**src/rtl/aes_gcm_ghash_stage.sv**
```systemverilog
// aes_gcm_ghash_stage: final GCM stage. It produces ciphertext from the AES
// keystream, folds AAD, ciphertext and length blocks into the GHASH
// accumulator with a byte-serial GF(2^128) multiplier (16 cycles per block),
// and emits the authentication tag after the length block.
// Optional build macro AES_GCM_DECRYPT_EN adds i_decrypt. When i_decrypt is
// set, the input block is hashed as ciphertext.
module aes_gcm_ghash_stage (
  input  logic         clk,
  input  logic         rst_n,
  input  logic         i_valid,
  input  logic [0:2]   i_phase,
  input  logic [0:127] i_plain_text,
  input  logic [0:127] i_aad,
  input  logic [0:127] i_h,
  input  logic [0:127] i_encrypted_j0,
  input  logic [0:127] i_encrypted_cb,
  input  logic [0:127] i_instance_size,
  input  logic         i_new_instance,
`ifdef AES_GCM_DECRYPT_EN
  input  logic         i_decrypt,
`endif
  output logic         o_ready,
  output logic [0:127] o_cipher_text,
  output logic         o_cipher_valid,
  output logic [0:127] o_tag,
  output logic         o_tag_valid
);

  localparam int DATA_W = 128;
  typedef logic [0:DATA_W-1] blk_t;
  // Reduction constant: 11100001 followed by 120 zero bits.
  localparam blk_t GF_R = {8'he1, 120'd0};

  typedef enum logic [1:0] {IDLE, MUL, TAG} state_t;

  state_t     state, state_next;
  logic       start, last;
  blk_t       cipher, absorb;
  blk_t       y_q, v_q, x_q, h_q, ej0_q;
  blk_t       y_step, v_step;
  logic [3:0] cnt;
  logic       len_q;

  // Eight iterations of the bit-serial GHASH multiply. The first digit bit is
  // the most significant bit of the block. z accumulates the product. v is H
  // times x^i.
  function automatic logic [0:2*DATA_W-1] gf_digit(input blk_t z_in,
                                                   input blk_t v_in,
                                                   input logic [0:7] d);
    blk_t z, v;
    z = z_in;
    v = v_in;
    for (int j = 0; j < 8; j++) begin
      if (d[j]) z = z ^ v;
      if (v[DATA_W-1]) v = (v >> 1) ^ GF_R;
      else             v = v >> 1;
    end
    return {z, v};
  endfunction

  // Select the block that is hashed for the current phase.
  always_comb begin
    cipher = i_plain_text ^ i_encrypted_cb;
    absorb = '0;
    case (i_phase)
      3'd1: absorb = i_aad;
`ifdef AES_GCM_DECRYPT_EN
      3'd2: absorb = i_decrypt ? i_plain_text : cipher;
`else
      3'd2: absorb = cipher;
`endif
      3'd3: absorb = i_instance_size;
      default: absorb = '0;
    endcase
  end

  // Compute one byte step of the multiply from the current working registers.
  always_comb begin
    {y_step, v_step} = gf_digit(y_q, v_q, x_q[0:7]);
  end

  // Compute next state, handshake and stage strobes.
  always_comb begin
    state_next = state;
    o_ready    = 1'b0;
    start      = 1'b0;
    last       = 1'b0;
    case (state)
      IDLE: begin
        o_ready = 1'b1;
        if (i_valid && (i_phase == 3'd1 || i_phase == 3'd2 || i_phase == 3'd3)) begin
          start      = 1'b1;
          state_next = MUL;
        end
      end
      MUL: begin
        last = (cnt == 4'd15);
        if (last) state_next = len_q ? TAG : IDLE;
      end
      TAG:     state_next = IDLE;
      default: state_next = IDLE;
    endcase
  end

  // State register.
  always_ff @(posedge clk or negedge rst_n) begin
    if (!rst_n) state <= IDLE;
    else        state <= state_next;
  end

  // Update the GHASH working registers. On accept, load X = Y ^ block and
  // clear the accumulator. Y is rebuilt digit by digit during MUL.
  always_ff @(posedge clk or negedge rst_n) begin
    if (!rst_n) begin
      y_q   <= '0;
      v_q   <= '0;
      x_q   <= '0;
      h_q   <= '0;
      ej0_q <= '0;
      cnt   <= '0;
      len_q <= 1'b0;
    end else if (start) begin
      x_q   <= (i_new_instance ? {DATA_W{1'b0}} : y_q) ^ absorb;
      y_q   <= '0;
      v_q   <= i_new_instance ? i_h : h_q;
      if (i_new_instance) begin
        h_q   <= i_h;
        ej0_q <= i_encrypted_j0;
      end
      len_q <= (i_phase == 3'd3);
      cnt   <= '0;
    end else if (state == MUL) begin
      y_q <= y_step;
      v_q <= v_step;
      x_q <= x_q << 8;
      cnt <= cnt + 4'd1;
    end
  end

  // Update the registered outputs. The strobes last one cycle and the data
  // holds between strobes.
  always_ff @(posedge clk or negedge rst_n) begin
    if (!rst_n) begin
      o_cipher_text  <= '0;
      o_cipher_valid <= 1'b0;
      o_tag          <= '0;
      o_tag_valid    <= 1'b0;
    end else begin
      o_cipher_valid <= 1'b0;
      o_tag_valid    <= 1'b0;
      if (start && i_phase == 3'd2) begin
        o_cipher_text  <= cipher;
        o_cipher_valid <= 1'b1;
      end
      if (last && len_q) begin
        o_tag       <= y_step ^ ej0_q;
        o_tag_valid <= 1'b1;
      end
    end
  end

endmodule

```
**config.mk**
```make
export PLATFORM = sky130hd
export DESIGN_NAME = aes_gcm_ghash_stage
export DESIGN_NICKNAME = d
export VERILOG_FILES = /design/src/rtl/aes_gcm_ghash_stage.sv
export SDC_FILE = /design/constraint.sdc
export NUM_CORES = 2
export LEC_CHECK = 0
export CAP_MARGIN = 20
export CORE_AREA = 5 5 396 398
export DETAILED_ROUTE_END_ITERATION = 10
export DIE_AREA = 0 0 401 403
export PLACE_DENSITY = 0.69
export SLEW_MARGIN = 20
export SYNTH_ARGS = -nofsm -noshare
export SYNTH_HDL_FRONTEND = slang
export SYNTH_SLANG_ARGS = --single-unit
export TNS_END_PERCENT = 10
```
**constraint.sdc**
```tcl
create_clock -name clk -period 2.7 [get_ports clk]
set_input_delay 0.81 -clock clk [delete_from_list [all_inputs] [get_ports clk]]
set_output_delay 0.81 -clock clk [all_outputs]
set_load 0.05 [all_outputs]
```
==> results.json <==
{
  "post_cts_buffers": 0,
  "final_area_um2": 75290,
  "yosys_warnings": 0,
  "ys_seq_area_share_pct": 39.50,
  "place_ws_ns": -0.5034,
  "worstMarginPinSlew_ns": 0.9293,
  "routabilityCongestion": 0.9310,
  "die-area_um2": 161600,
  "drt_pass1_iterations": 6,
  "drc": 0,
  "area_growth_pct": 31.33,
  "r2r-end": "o_tag[5]",
  "dieHeight_um": 403,
  "regToRegStartpoint": "v_q[0]",
  "wl_met2_um": 108700,
  "place_area_um2": 71840,
  "netlist_area_um2": 57330,
  "finalSetupViolations": 0,
  "ys_types": 50,
  "hold_viol_final": 0,
  "fp.coreArea_um2": 153000,
  "critPathMaxFanout": 4,
  "highest_layer": "met5",
  "whs_path_depth": 2,
  "syn_avg_cell_area_um2": 9.689,
  "routedWlPerCell_um": 25.04,
  "max_cap_viol_count": 0,
  "vias": 48430,
  "finalSetupTns_ns": 0,
  "nets": 7672,
  "grt_pass1_wl_um": 331800,
  "status": "completed",
  "layout-drive-gt1-share_pct": 14.51,
  "slew_viol_final": 0,
  "finalNonFillerCells": 9040,
  "crit_type": "reg -> out",
  "detail-route-antenna-nets": 0,
  "hold_path_end": "o_cipher_text[70]",
  "start_util_pct": 37.48,
  "numPortBuffers": 1033,
  "dp.cells": 8834,
  "ff2ff_setup_slack_ns": 0.14,
  "numCtsBuffers": 103,
  "cp_data_arrival_time_ns": 1.79,
  "dpl.hpwl_um": 172800,
  "io_pins": 1034,
  "cts_root_buf": "clkbuf_16",
  "clock_path_buffers": 3,
  "fin_skew_ns": 0.04775,
  "synthCells": 5917,
  "via_per_inst": 5.358,
  "wl_met1_um": 88610,
  "antenna_found_initial": 32,
  "first_global_vias": 49120,
  "syn_nets": 6693,
  "total_leakage_power_nw": 32.58,
  "final_core_util_pct": 49.22,
  "die_w_um": 401,
  "clock_sinks": 905,
  "hold_start": "o_cipher_text[70]",
  "drt-initial-drc-count": 4037,
  "r2r_cells": 7,
  "clock_latency_ns": 0.74,
  "ir_worst_vdd_mv": 0.6565,
  "grt_start_max_net_pins": 143,
  "worst_slew_margin_rel_pct": 38.05,
  "fmax_ghz": 0.3846,
  "clkTransAtPathRegs_ns": 0.06,
  "track_usage_pct": 27.05,
  "whs_ns": 0.4731,
  "num_rows": 144,
  "total_power_mw": 92.36,
  "htreeDepth": 3,
  "cp-end-kind": "output pin",
  "ys_ff_latch": 905,
  "setup_ws_ns": 0.09972,
  "wl_um": 226300,
  "dr_wl_met3_um": 17670,
  "hold_path.class": "reg -> reg",
  "period_minus_slack_ns": 2.600,
  "powerDensity_nw_per_um2": 1227,
  "rsz0062_at_grt": "false",
  "critPathLaunchType": "register",
  "period_share_pct": 96.31,
  "cts_tree": "built",
  "grt_remaining_overflow": 0,
  "required_ns": 1.89
}
-- flip-flops by register name, indices dropped and copies added (netlist names) --
register        count
ej0_q             128
h_q               128
o_cipher_text     128
o_tag             128
v_q               128
x_q               128
y_q               128
cnt                 4
state               2
len_q               1
o_cipher_valid      1
o_tag_valid         1
-- metal layers --
layer  up-vias  track usage [%]
met3       455            5.802
met4        12            12.12
met5         -                0
li1      21690                -
met1     24030            33.44
met2      2242            45.52
-- repair_timing --
item | 4_1_cts | 5_1_grt
hold buffers | 1 | 0
gates resized for setup | 184 | 0
setup endpoints to repair | 184 | 0
hold endpoints to repair | 6 | 0
-- worst max-delay path by stage --
stage	cells after the start	start	end	slack (ns)
final	2	state[0]	o_ready	0.1
after global routing	7	v_q[0]	o_tag[2]	0.007
after CTS	2	state[0]	o_ready	0.02
after detailed placement	7	i_valid	x_q[111]	-0.50
after global placement	7	i_valid	x_q[43]	-0.55
after floorplan	6	i_phase[2]	h_q[100]	0.17
-- cell type report --
class / count / area, um2
antenna: 15 / 37.54
clock buffer: 142 / 2995
clock inverter: 48 / 639.4
fill: 13960 / 77680
inverter: 9 / 38.79
multi-input combinational: 4483 / 32680
sequential: 905 / 22680
tap: 2044 / 2557
timing repair buffer: 1394 / 13670
-- cells by family after synthesis --
family / Yosys count / synth area share, %
adder cells (fa/ha/maj): 1 / 0.02182
multiplexers: 613 / 11.51
AO/OA/AOI/OAI: 752 / 8.616
buffers and inverters: 529 / 3.623
AND/OR/NAND/NOR: 1777 / 12.70
XOR/XNOR: 1340 / 24.02
flip-flops: 905 / 39.50
-- cells in the final DEF, fill, tap and decap left out, types with 17 or more instances in the layout --
cell / n
mux2_2: 372
nand3_1: 142
buf_4: 353
o21ai_0: 325
dfrtp_1: 897
xnor2_1: 874
clkdlybuf4s50_1: 769
a21oi_1: 26
nand2_1: 1301
xnor3_1: 91
a22oi_1: 126
clkinv_2: 24
a221o_1: 125
nor2b_1: 128
clkbuf_16: 104
mux2i_1: 241
buf_12: 82
clkbuf_8: 25
o211ai_1: 17
nor2_1: 169
o22ai_1: 112
xor3_1: 50
dlygate4sd2_1: 184
xor2_1: 322
-- where the power goes --
group          switching (mW)  internal, mW  leakage [nW]  total (mW)
registers                7.21          19.7          11.5        26.9
logic                    27.1          23.2          19.3        50.3
clock network            6.23          8.84          1.79        15.1
-- Yosys cell counts (all sizes together) --
cell | count | area [um2]
a21o | 1 | 7.510
o21ai | 330 | 1652
a211oi | 2 | 15.01
a31oi | 1 | 6.260
and3 | 3 | 18.77
a211o | 2 | 17.52
nor4b | 1 | 15.01
a22oi | 126 | 945.9
inv | 9 | 33.78
nand3 | 143 | 715.7
a21oi | 26 | 130.1
o211ai | 17 | 127.6
a221o | 125 | 1251
a22o | 1 | 8.760
a2111oi | 2 | 17.52
or2 | 1 | 6.260
xnor2 | 875 | 7671
nand2b | 13 | 81.33
mux2 | 372 | 4189
xor2 | 324 | 2864
ha | 1 | 12.51
o21a | 1 | 7.510
and4 | 1 | 8.760
a311oi | 2 | 17.52
o2bb2ai | 3 | 26.28
o22ai | 112 | 700.7
o221ai | 1 | 8.760
xor3 | 50 | 1189
nor2 | 170 | 638.1
dfrtp | 905 | 22650
xnor3 | 91 | 2049
mux2i | 241 | 2412
clkbuf | 295 | 1107
nand3b | 5 | 37.54
nor3 | 6 | 41.29
nand2 | 1302 | 4887
or3 | 1 | 6.260
buf | 225 | 935.9
nor2b | 130 | 813.3
nor4bb | 1 | 10.01
-- critical path, stage by stage, from the launching register on --
cell	delay, ns
dfrtp_1	0.44
nor2_1	0.34
buf_4	0.27
Note: power is estimated with default switching activity, not from simulation.
